### config.mk
export PLATFORM = sky130hd
export DESIGN_NAME = cache_ctrl
export DESIGN_NICKNAME = d
export VERILOG_FILES = /design/src/rtl/cache_ctrl.sv
export SDC_FILE = /design/constraint.sdc
export NUM_CORES = 1
export LEC_CHECK = 0
export ABC_AREA = 0
export ABC_CLOCK_PERIOD_IN_PS = 3400
export BUFFER_PORTS_ARGS = -buffer_cell sky130_fd_sc_hd__buf_2
export CAP_MARGIN = 40
export CORE_MARGIN = 1
export CORE_UTILIZATION = 53
export DETAILED_ROUTE_END_ITERATION = 8
export PLACE_DENSITY = 0.8
export SLEW_MARGIN = 20
export SYNTH_ARGS = -nofsm -noshare
export SYNTH_HDL_FRONTEND = slang
export SYNTH_SLANG_ARGS = --single-unit
### constraint.sdc
create_clock -name clk -period 3.4 [get_ports clk]
set_clock_uncertainty 0.2 [all_clocks]
set_input_delay 0.68 -clock clk [delete_from_list [all_inputs] [get_ports clk]]
set_output_delay 0.68 -clock clk [all_outputs]
set_load 0.01 [all_outputs]
### src/rtl/cache_ctrl.sv
// rtl/cache_ctrl.sv - request sequencer between the core data port, the LRU cache and backing memory
module cache_ctrl #(
    parameter int ADDR_WIDTH = 8,
    parameter int DATA_WIDTH = 8,
    parameter int TIMEOUT    = 255,
    parameter int STAT_WIDTH = 16
) (
    input  logic                  clk,
    input  logic                  rst,
    input  logic                  cpu_req,
    input  logic                  cpu_we,
    input  logic [ADDR_WIDTH-1:0] cpu_addr,
    input  logic [DATA_WIDTH-1:0] cpu_wdata,
    output logic [DATA_WIDTH-1:0] cpu_rdata,
    output logic                  cpu_done,
    output logic                  cpu_err,
    output logic [ADDR_WIDTH-1:0] cache_addr,
    output logic                  cache_we,
    output logic [DATA_WIDTH-1:0] cache_wdata,
    input  logic [DATA_WIDTH-1:0] cache_rdata,
    input  logic                  cache_hit,
    output logic                  mem_req,
    output logic                  mem_we,
    output logic [ADDR_WIDTH-1:0] mem_addr,
    output logic [DATA_WIDTH-1:0] mem_wdata,
    input  logic [DATA_WIDTH-1:0] mem_rdata,
    input  logic                  mem_ack,
    input  logic                  stat_clr,
    output logic [STAT_WIDTH-1:0] hit_cnt,
    output logic [STAT_WIDTH-1:0] miss_cnt
);
    typedef enum logic [3:0] {
        IDLE, LOOKUP, CHECK, MEM_RD, FILL, WR_CACHE, WR_MEM, SETTLE, DONE
    } state_t;

    localparam int TW = (TIMEOUT > 1) ? $clog2(TIMEOUT) : 1;
    localparam logic [TW-1:0] TLAST = TW'((TIMEOUT > 0) ? TIMEOUT - 1 : 0);

    state_t        state;
    logic [TW-1:0] tcnt;
    logic          err_q;
    logic          wr_hold;
    logic          expired;

    // tcnt counts edges since mem_req rose; an ack on the expiry edge wins
    assign expired = (TIMEOUT != 0) && (tcnt == TLAST);

    always_ff @(posedge clk or posedge rst) begin
        if (rst) begin
            state       <= IDLE;
            tcnt        <= '0;
            err_q       <= 1'b0;
            wr_hold     <= 1'b0;
            cpu_rdata   <= '0;
            cpu_done    <= 1'b0;
            cpu_err     <= 1'b0;
            cache_addr  <= '0;
            cache_we    <= 1'b0;
            cache_wdata <= '0;
            mem_req     <= 1'b0;
            mem_we      <= 1'b0;
            mem_addr    <= '0;
            mem_wdata   <= '0;
            hit_cnt     <= '0;
            miss_cnt    <= '0;
        end else begin
            case (state)
                IDLE: begin
                    if (cpu_req) begin
                        cache_addr <= cpu_addr;
                        mem_addr   <= cpu_addr;
                        err_q      <= 1'b0;
                        tcnt       <= '0;
                        if (cpu_we) begin
                            cache_we    <= 1'b1;
                            cache_wdata <= cpu_wdata;
                            mem_req     <= 1'b1;
                            mem_we      <= 1'b1;
                            mem_wdata   <= cpu_wdata;
                            wr_hold     <= 1'b1;
                            state       <= WR_CACHE;
                        end else begin
                            state <= LOOKUP;
                        end
                    end
                end
                LOOKUP: state <= CHECK;
                CHECK: begin
                    if (cache_hit) begin
                        cpu_rdata <= cache_rdata;
                        if (hit_cnt != '1) hit_cnt <= hit_cnt + STAT_WIDTH'(1);
                        state <= SETTLE;
                    end else begin
                        if (miss_cnt != '1) miss_cnt <= miss_cnt + STAT_WIDTH'(1);
                        mem_req <= 1'b1;
                        mem_we  <= 1'b0;
                        tcnt    <= '0;
                        state   <= MEM_RD;
                    end
                end
                MEM_RD: begin
                    if (mem_ack) begin
                        cpu_rdata   <= mem_rdata;
                        cache_wdata <= mem_rdata;
                        cache_we    <= 1'b1;
                        mem_req     <= 1'b0;
                        state       <= FILL;
                    end else if (expired) begin
                        mem_req   <= 1'b0;
                        cpu_rdata <= '1;
                        err_q     <= 1'b1;
                        state     <= SETTLE;
                    end else begin
                        tcnt <= tcnt + TW'(1);
                    end
                end
                FILL: begin
                    cache_we <= 1'b0;
                    state    <= SETTLE;
                end
                WR_CACHE, WR_MEM: begin
                    cache_we <= 1'b0;
                    if (mem_ack || expired) begin
                        mem_req <= 1'b0;
                        mem_we  <= 1'b0;
                        err_q   <= !mem_ack;
                        state   <= SETTLE;
                    end else begin
                        tcnt  <= tcnt + TW'(1);
                        state <= WR_MEM;
                    end
                end
                SETTLE: begin
                    // writes spend two cycles here so completion trails the ack by two edges, like a read fill
                    if (wr_hold) begin
                        wr_hold <= 1'b0;
                    end else begin
                        cpu_done <= 1'b1;
                        cpu_err  <= err_q;
                        state    <= DONE;
                    end
                end
                DONE: begin
                    cpu_done <= 1'b0;
                    cpu_err  <= 1'b0;
                    state    <= IDLE;
                end
                default: state <= IDLE;
            endcase
            if (stat_clr) begin
                hit_cnt  <= '0;
                miss_cnt <= '0;
            end
        end
    end
endmodule
==> run summary, run 1 <==
Status -> completed
Top post-synthesis cells by area -> dfrtp_1 (48%), xnor2_1 (5.4%), mux2_2 (4.7%), nor2_1 (3.7%), nand2_1 (2.8%)
Final nets -> 583
Final TNS setup -> 0 ps
Wirelength per Cell -> 15.7 µm
Antenna viol nets, final -> 0
Layout area overhead -> 21.2%
WHS -> 21.0 ps
Largest net degree at the start of global routing -> 38
Crit end category -> flop
Initial antenna violation count -> 0
Netlist cell types -> 55
GPL Wtd Cong -> 0.880
Gates resized, CTS repair -> 0
EDFF count, synth -> 0
Number of DRC markers in iteration 0 -> 192
Slew HR -> 47.4%
Total power -> 3.92 mW
PortBufs -> 115
Site row count -> 32
Die area -> 8580 µm²
Max-cap violations -> 0
Std-Cell Core Area -> 7850 µm²
Antenna Diode Count -> 0
Clk_lat worst skew -> 350 ps
Post-Synth Adder-Cell Area -> 1.15%
Fin. Hold Viols -> 0
CP startpoint kind -> flop
Vias -> 3690
Yosys top cell area share -> 47.7%
Hold Buf Count CTS -> 0
Leakage power -> 2.42 nW
Ratio of cells with drive above 1 in the final layout -> 33.0%
Post-CTS Setup Bufs -> 0
Total CTS buffers -> 9
Ys Warns -> 0
Period utilization -> 77.9%
Slew Limit Fails -> 0
CTS tree -> done
HPWL after DPL -> 7.42 mm
Max IR drop VDD -> 0.374 mV
GRT Total Usage -> 24.9%
FF+latch count, synth -> 83
CTS max path bufs -> 2
FFs w/ async S/R, synth -> 100%
Post-Syn Nets -> 472
Synthesized cell area -> 4350 µm²
DR DRC count -> 0
Main combinational cell family by area after synthesis -> simple AND/OR/NAND/NOR gates
RSZ-0062 raised after global routing -> no
Maximum clock frequency -> 378 MHz
Top_reg_cell synth -> dfrtp_1
First-pass GRT wire length -> 16.9 mm
WP data required -> 3440 ps
Sequential-to-total area share from yosys stat -> 47.7%
Min Clock Period, post-route -> 2650 ps
Vias in the first global route -> 3554
Multiplexer share of the synthesized area -> 6.06%
Gr ovfl total -> 0
Boundary pin count -> 116
Gate Count Post-Synth -> 429
Power per cell area -> 743 nW/µm²
Synth Area in Simple Gates -> 19.0%
Worst-path clk slew -> 90 ps
Post-synth top area cell -> dfrtp_1
CTS root buf -> clkbuf_8
Mean number of vias per cell -> 5.70
Synth Area in Compound Gates -> 16.1%
1st-pass router iterations -> 4
Initial Util -> 55.5%
Crit-path max FO -> 20
Worst slew pin tran -> 783 ps
Final setup vio count -> 0
Xor-xnor portion of the synthesized cell area -> 5.43%
Die Wd -> 92.6 µm
Crit path DAT -> 2690 ps
TritonCTS Sinks -> 83
Average size of a mapped cell -> 10.1 µm²
Die Ht -> 92.6 µm
WL final -> 10.2 mm
H-tree levels -> 3
Hold crit path type -> input port to asynchronous set/reset pin
Crit Path Class -> flop to flop
## critical path: stages, from the launching register on
cell,delay (ps)
dfrtp_1,740
nand2b_1,270
nor3_1,100
a2111oi_4,560
and2_1,310
mux2_2,360
## registers in the layout, summed over array words and instances, names as in the netlist
signal	cells
err_q	1
cache_wdata	8
cpu_err	1
mem_we	1
tcnt	8
cache_we	1
state	4
miss_cnt	16
wr_hold	1
mem_req	1
mem_addr	8
cpu_done	1
cpu_rdata	8
hit_cnt	16
mem_wdata	8
## stage by stage
stage               std cells  utilization, %  instance area [µm²]  worst slack, ps
finish                    647            67.3                 5280              753
CTS                       647            67.3                 5280              761
global placement          630            63.7                 5000              840
detailed placement        631            64.0                 5020              750
global route              647            67.3                 5280              591
floorplan                 429               -                 4350              383
## cell usage after synthesis, types with 3 or more instances
cell and instances:
nor4_1 5, o22ai_1 9, clkbuf_1 8, xnor2_1 27, a21oi_1 16, nand4_1 8
buf_2 4, mux2i_1 5, and4_1 4, or3_1 5, o21ai_0 15, nor2_1 43
nand2b_1 3, nor3_1 14, o21a_1 8, o22a_1 9, inv_1 16, nand3_1 20
and3_1 5, a211oi_1 5, mux2_2 18, and2_1 4, o2bb2ai_1 3, nand2_1 33
a2111oi_2 7, buf_4 11, dfrtp_1 83, ha_1 4, a31oi_1 3
## layer usage
| metal | up-vias | part of all wire [%] | GRT usage [%] |
|---|---|---|---|
| met5 | - | 0 | 0 |
| met4 | 0 | 1.2 | 7.05 |
| met3 | 12 | 4.8 | 4.11 |
| met2 | 105 | 51 | 43.2 |
| met1 | 1796 | 43 | 32.3 |
| li1 | 1777 | - | - |
## logic make-up (layout without fill, tap and decap cells)
logic type | after synthesis | count (layout)
xor+xnor | 27 | 27
simple gates | 159 | 159
fa+ha+maj | 4 | 4
mux | 24 | 24
buf+inv | 40 | 156
flops | 83 | 83
compound gates | 92 | 92
## final cells by class
type / instances / area, µm²
clock inverters: 5 / 108
repair buffers: 124 / 668
fillers: 661 / 2570
inverters: 16 / 61.3
well taps: 102 / 128
clock buffers: 11 / 151
multi-input cells: 306 / 2090
flip-flops and latches: 83 / 2080
## final timing paths
check | endpoint | slack (ps) | depth (start not counted) | start
min in group clk | cpu_rdata[6] | 290 | 2 | cpu_rdata[6]
max in group asynchronous | cache_we | 2270 | 4 | rst
max | tcnt[1] | 750 | 5 | state[2]
min | hit_cnt[12] | 20 | 2 | rst
max reg2reg | tcnt[1] | 750 | 5 | state[2]
min reg2reg | cpu_rdata[6] | 290 | 2 | cpu_rdata[6]
## placed cells by master (no fill, tap or decap), types with 3 or more instances in the layout
cell,count
ha_1,4
and2_1,4
and3_1,5
nand2b_1,3
o22a_1,9
a2111oi_2,7
buf_4,7
bufinv_16,3
xnor2_1,27
o21a_1,8
nor4_1,5
buf_2,115
and4_1,4
inv_1,15
a21oi_1,16
or3_1,5
nand2_1,33
nor2_1,43
mux2i_1,5
nand4_1,8
a31oi_1,3
mux2_2,18
o2bb2ai_1,3
nand3_1,20
o21ai_0,15
o22ai_1,9
a211oi_1,5
dfrtp_1,83
nor3_1,14
clkbuf_8,11
## power by group
part	leakage, nW	internal [mW]	switching (mW)
clock	0.130	0.532	0.355
combinational	1.22	0.697	0.825
sequential	1.08	1.25	0.260
(Power assumes the default switching activity.)
==> run 2: changes to the inputs <==
Settings changed: ABC_CLOCK_PERIOD_IN_PS 3400 to 2300, CORE_UTILIZATION 53 to 48, PLACE_DENSITY 0.8 to 0.77.
Clock period 3.4 ns to 2.3 ns, I/O delays scaled along.
==> run 2 against run 1 <==
Critical path depth grew 2. Via count increased by 2.0%. Combinational power increased by 68%. Clock power increased by 34%. Sequential power rose by 42%. Non-clock buffer count is 22 higher. Wire length decreased by 2.3%. Critical endpoint unchanged.
==> run summary, run 2 (synthesis gave the netlist of run 1 again) <==
Net Switching -> 2.18 mW (+51%)
Crit path DAT -> 2260 ps (-430 ps)
GPL Wtd Cong -> 0.866 (-1.7%)
Number of DRC markers in iteration 0 -> 138 (-28%)
Final setup vio count -> 0 (unchanged)
Crit-path max FO -> 5 (-75%)
H-tree levels -> 3 (unchanged)
PortBufs -> 115 (unchanged)
Largest net degree at the start of global routing -> 58 (+53%)
Max-cap violations -> 0 (unchanged)
Wirelength per Cell -> 14.7 µm (-6.3%)
Worst-path clk slew -> 90 ps (about the same)
CTS root buf -> clkbuf_8
Power share of the combinational group -> 43.4% (+4.6 points)
Top sig layer -> met4
Total CTS buffers -> 9 (unchanged)
WP data required -> 2330 ps (-1110 ps)
Fin. Hold Viols -> 0 (unchanged)
Internal power -> 3.70 mW (+49%)
Final nets -> 605 (+3.8%)
Ratio of cells with drive above 1 in the final layout -> 36.9% (+3.8 points)
Slew HR -> 54.8% (+7.5 points)
CP startpoint kind -> flop
Clk pwr share -> 20.3% (-2.3 points)
Period utilization -> 96.9% (+19 points)
Site row count -> 34 (+6.3%)
Std-Cell Core Area -> 8760 µm² (+12%)
Status -> completed
Worst path top cell family by delay -> simple AND/OR/NAND/NOR gates
Max incr delay on CP -> 410 ps (-330 ps)
Register area -> 2080 µm² (about the same)
Largest registers -> hit_cnt (16), miss_cnt (16)
Worst path cell trace -> inv_2 -> ha_2 -> and4_1 -> and2_4 -> a2111oi_4 -> and2_4 -> mux2_4
Worst slew pin tran -> 674 ps (-109 ps)
Reg-to-reg critical path startpoint -> tcnt[0]
RSZ-0062 raised after global routing -> yes
Initial antenna violation count -> 0 (unchanged)
Commonest non-fill, non-tap cell in the layout -> buf_2
Hold crit path type -> input port to flop
Worst path bufs/invs -> 1 (+1)
Mean number of vias per cell -> 5.58 (-2.2%)
Clk_lat worst skew -> 350 ps (about the same)
Gr ovfl total -> 0 (unchanged)
Layout area overhead -> 25.3%
WHS -> 132 ps (+111 ps)
1st-pass router iterations -> 4 (unchanged)
WL final -> 9.95 mm (-2.3%)
Crit Path Class -> flop to flop
Boundary pin count -> 116 (unchanged)
Crit path launch -> tcnt[0]
Vias in the first global route -> 3574 (+0.56%)
CTS max path bufs -> 2 (unchanged)
Min Clock Period, post-route -> 2230 ps (-419 ps)
Area of the multi-input gates -> 2120 µm² (+1.6%)
Die area -> 9460 µm² (+10%)
Vias -> 3764 (+2.0%)
GRT Total Usage -> 21.3% (-3.6 points)
Initial Util -> 49.7% (-5.8 points)
Most frequent cells in the layout -> buf_2 (116), dfrtp_1 (82), nor2_1 (43)
Met3 wire len -> 484 µm (-1.6%)
Register share of total power -> 36.4% (-2.2 points)
Most used cell, CP -> and2_4
Critical-path top delay cell -> dfrtp_1
Switch share -> 37.1% (+0.36 points)
Layout fillers -> 716 (+8.3%)
Slew Limit Fails -> 0 (unchanged)
Hold path startpoint -> cpu_addr[3]
DR DRC count -> 0 (unchanged)
Antenna Diode Count -> 0 (unchanged)
Metal2 WL -> 4.61 mm (-11%)
Max IR drop VDD -> 0.667 mV (+78%)
Leakage power -> 2.51 nW (+3.6%)
WL met1 -> 4.69 mm (+6.8%)
Power per cell area -> 1080 nW/µm² (+45%)
Die Ht -> 97.2 µm (+5.0%)
HPWL after DPL -> 7.22 mm (-2.7%)
Worst slack, placed -> -48.5 ps (-798 ps)
First-pass GRT wire length -> 16.6 mm (-2.1%)
Die Wd -> 97.2 µm (+5.0%)
Setup slack after layout -> 71.2 ps (-681 ps)
TritonCTS Sinks -> 83 (unchanged)
Crit end category -> flop
Maximum clock frequency -> 449 MHz (+19%)
CTS tree -> done
Antenna viol nets, final -> 0 (unchanged)
## run 2: cell types whose count changed in the layout (fill, tap and decap cells not counted), sizes merged
cell / before / now
clkinvlp: 0 / 2
bufinv: 3 / 2
buf: 124 / 145
clkinv: 2 / 1
dlygate4sd3: 0 / 1
## run 2: metrics by stage
step	setup TNS [ps]	cells	cell area [µm²]	utilization [%]	total power, mW
floorplan	0	429	4380	-	3.86
global placement	0	654	5170	59.0	4.61
detailed placement	-195	654	5170	59.0	4.68
CTS	-213	671	5410	61.7	5.89
global route	-36.1	675	5460	62.3	6.26
finish	0	675	5460	62.3	5.89
## run 2: final cells by class
class / count / share of cell area (%)
Inverter: 16 / 1.17
Tap cell: 108 / 2.48
Clock inverter: 5 / 1.56
Multi-Input combinational cell: 306 / 38.8
Clock buffer: 11 / 2.59
Sequential cell: 83 / 38.1
Timing Repair Buffer: 146 / 15.3
## run 2: path summary, 6_finish.rpt
kind | to | slack, ps | cells after the start
worst max-delay path | tcnt[1] | 70 | 7
worst min-delay path | mem_addr[3] | 130 | 2
worst max register to register | tcnt[1] | 70 | 7
worst min register to register | cpu_rdata[3] | 290 | 2
max in group asynchronous | state[0] | 1070 | 4
min in group asynchronous | hit_cnt[11] | 500 | 4
## run 2: metal layers
layer	vias to the layer above	track usage, %
li1	1812	-
met1	1819	29.7
met2	118	33.1
met3	15	3.88
met4	0	8.60
met5	-	0
## run 2: worst register-to-register path: stages, from the launching register on
cell and delay [ps]:
dfrtp_1 410, inv_2 60, ha_2 170, and4_1 190, and2_4 180, a2111oi_4 370
and2_4 240, mux2_4 300
## run 2: power by group through the flow
stage | clock, mW | sequential (mW) | combinational, mW
4_1_cts | 1.22 | 2.14 | 2.53
6_report | 1.19 | 2.14 | 2.55
5_1_grt | 1.27 | 2.19 | 2.79
3_3_place_gp | 0 | 2.14 | 2.47
3_5_place_dp | 0 | 2.16 | 2.51
2_1_floorplan | 0 | 2.27 | 1.59
## run 2: timing repair
action / CTS / global route
pin swaps: 0 / 1
hold buffers: 1 / 0
hold endpoints to repair: 26 / 0
buffers inserted: 0 / 3
endpoints found under the setup margin: 8 / 25
gates resized for setup: 0 / 5
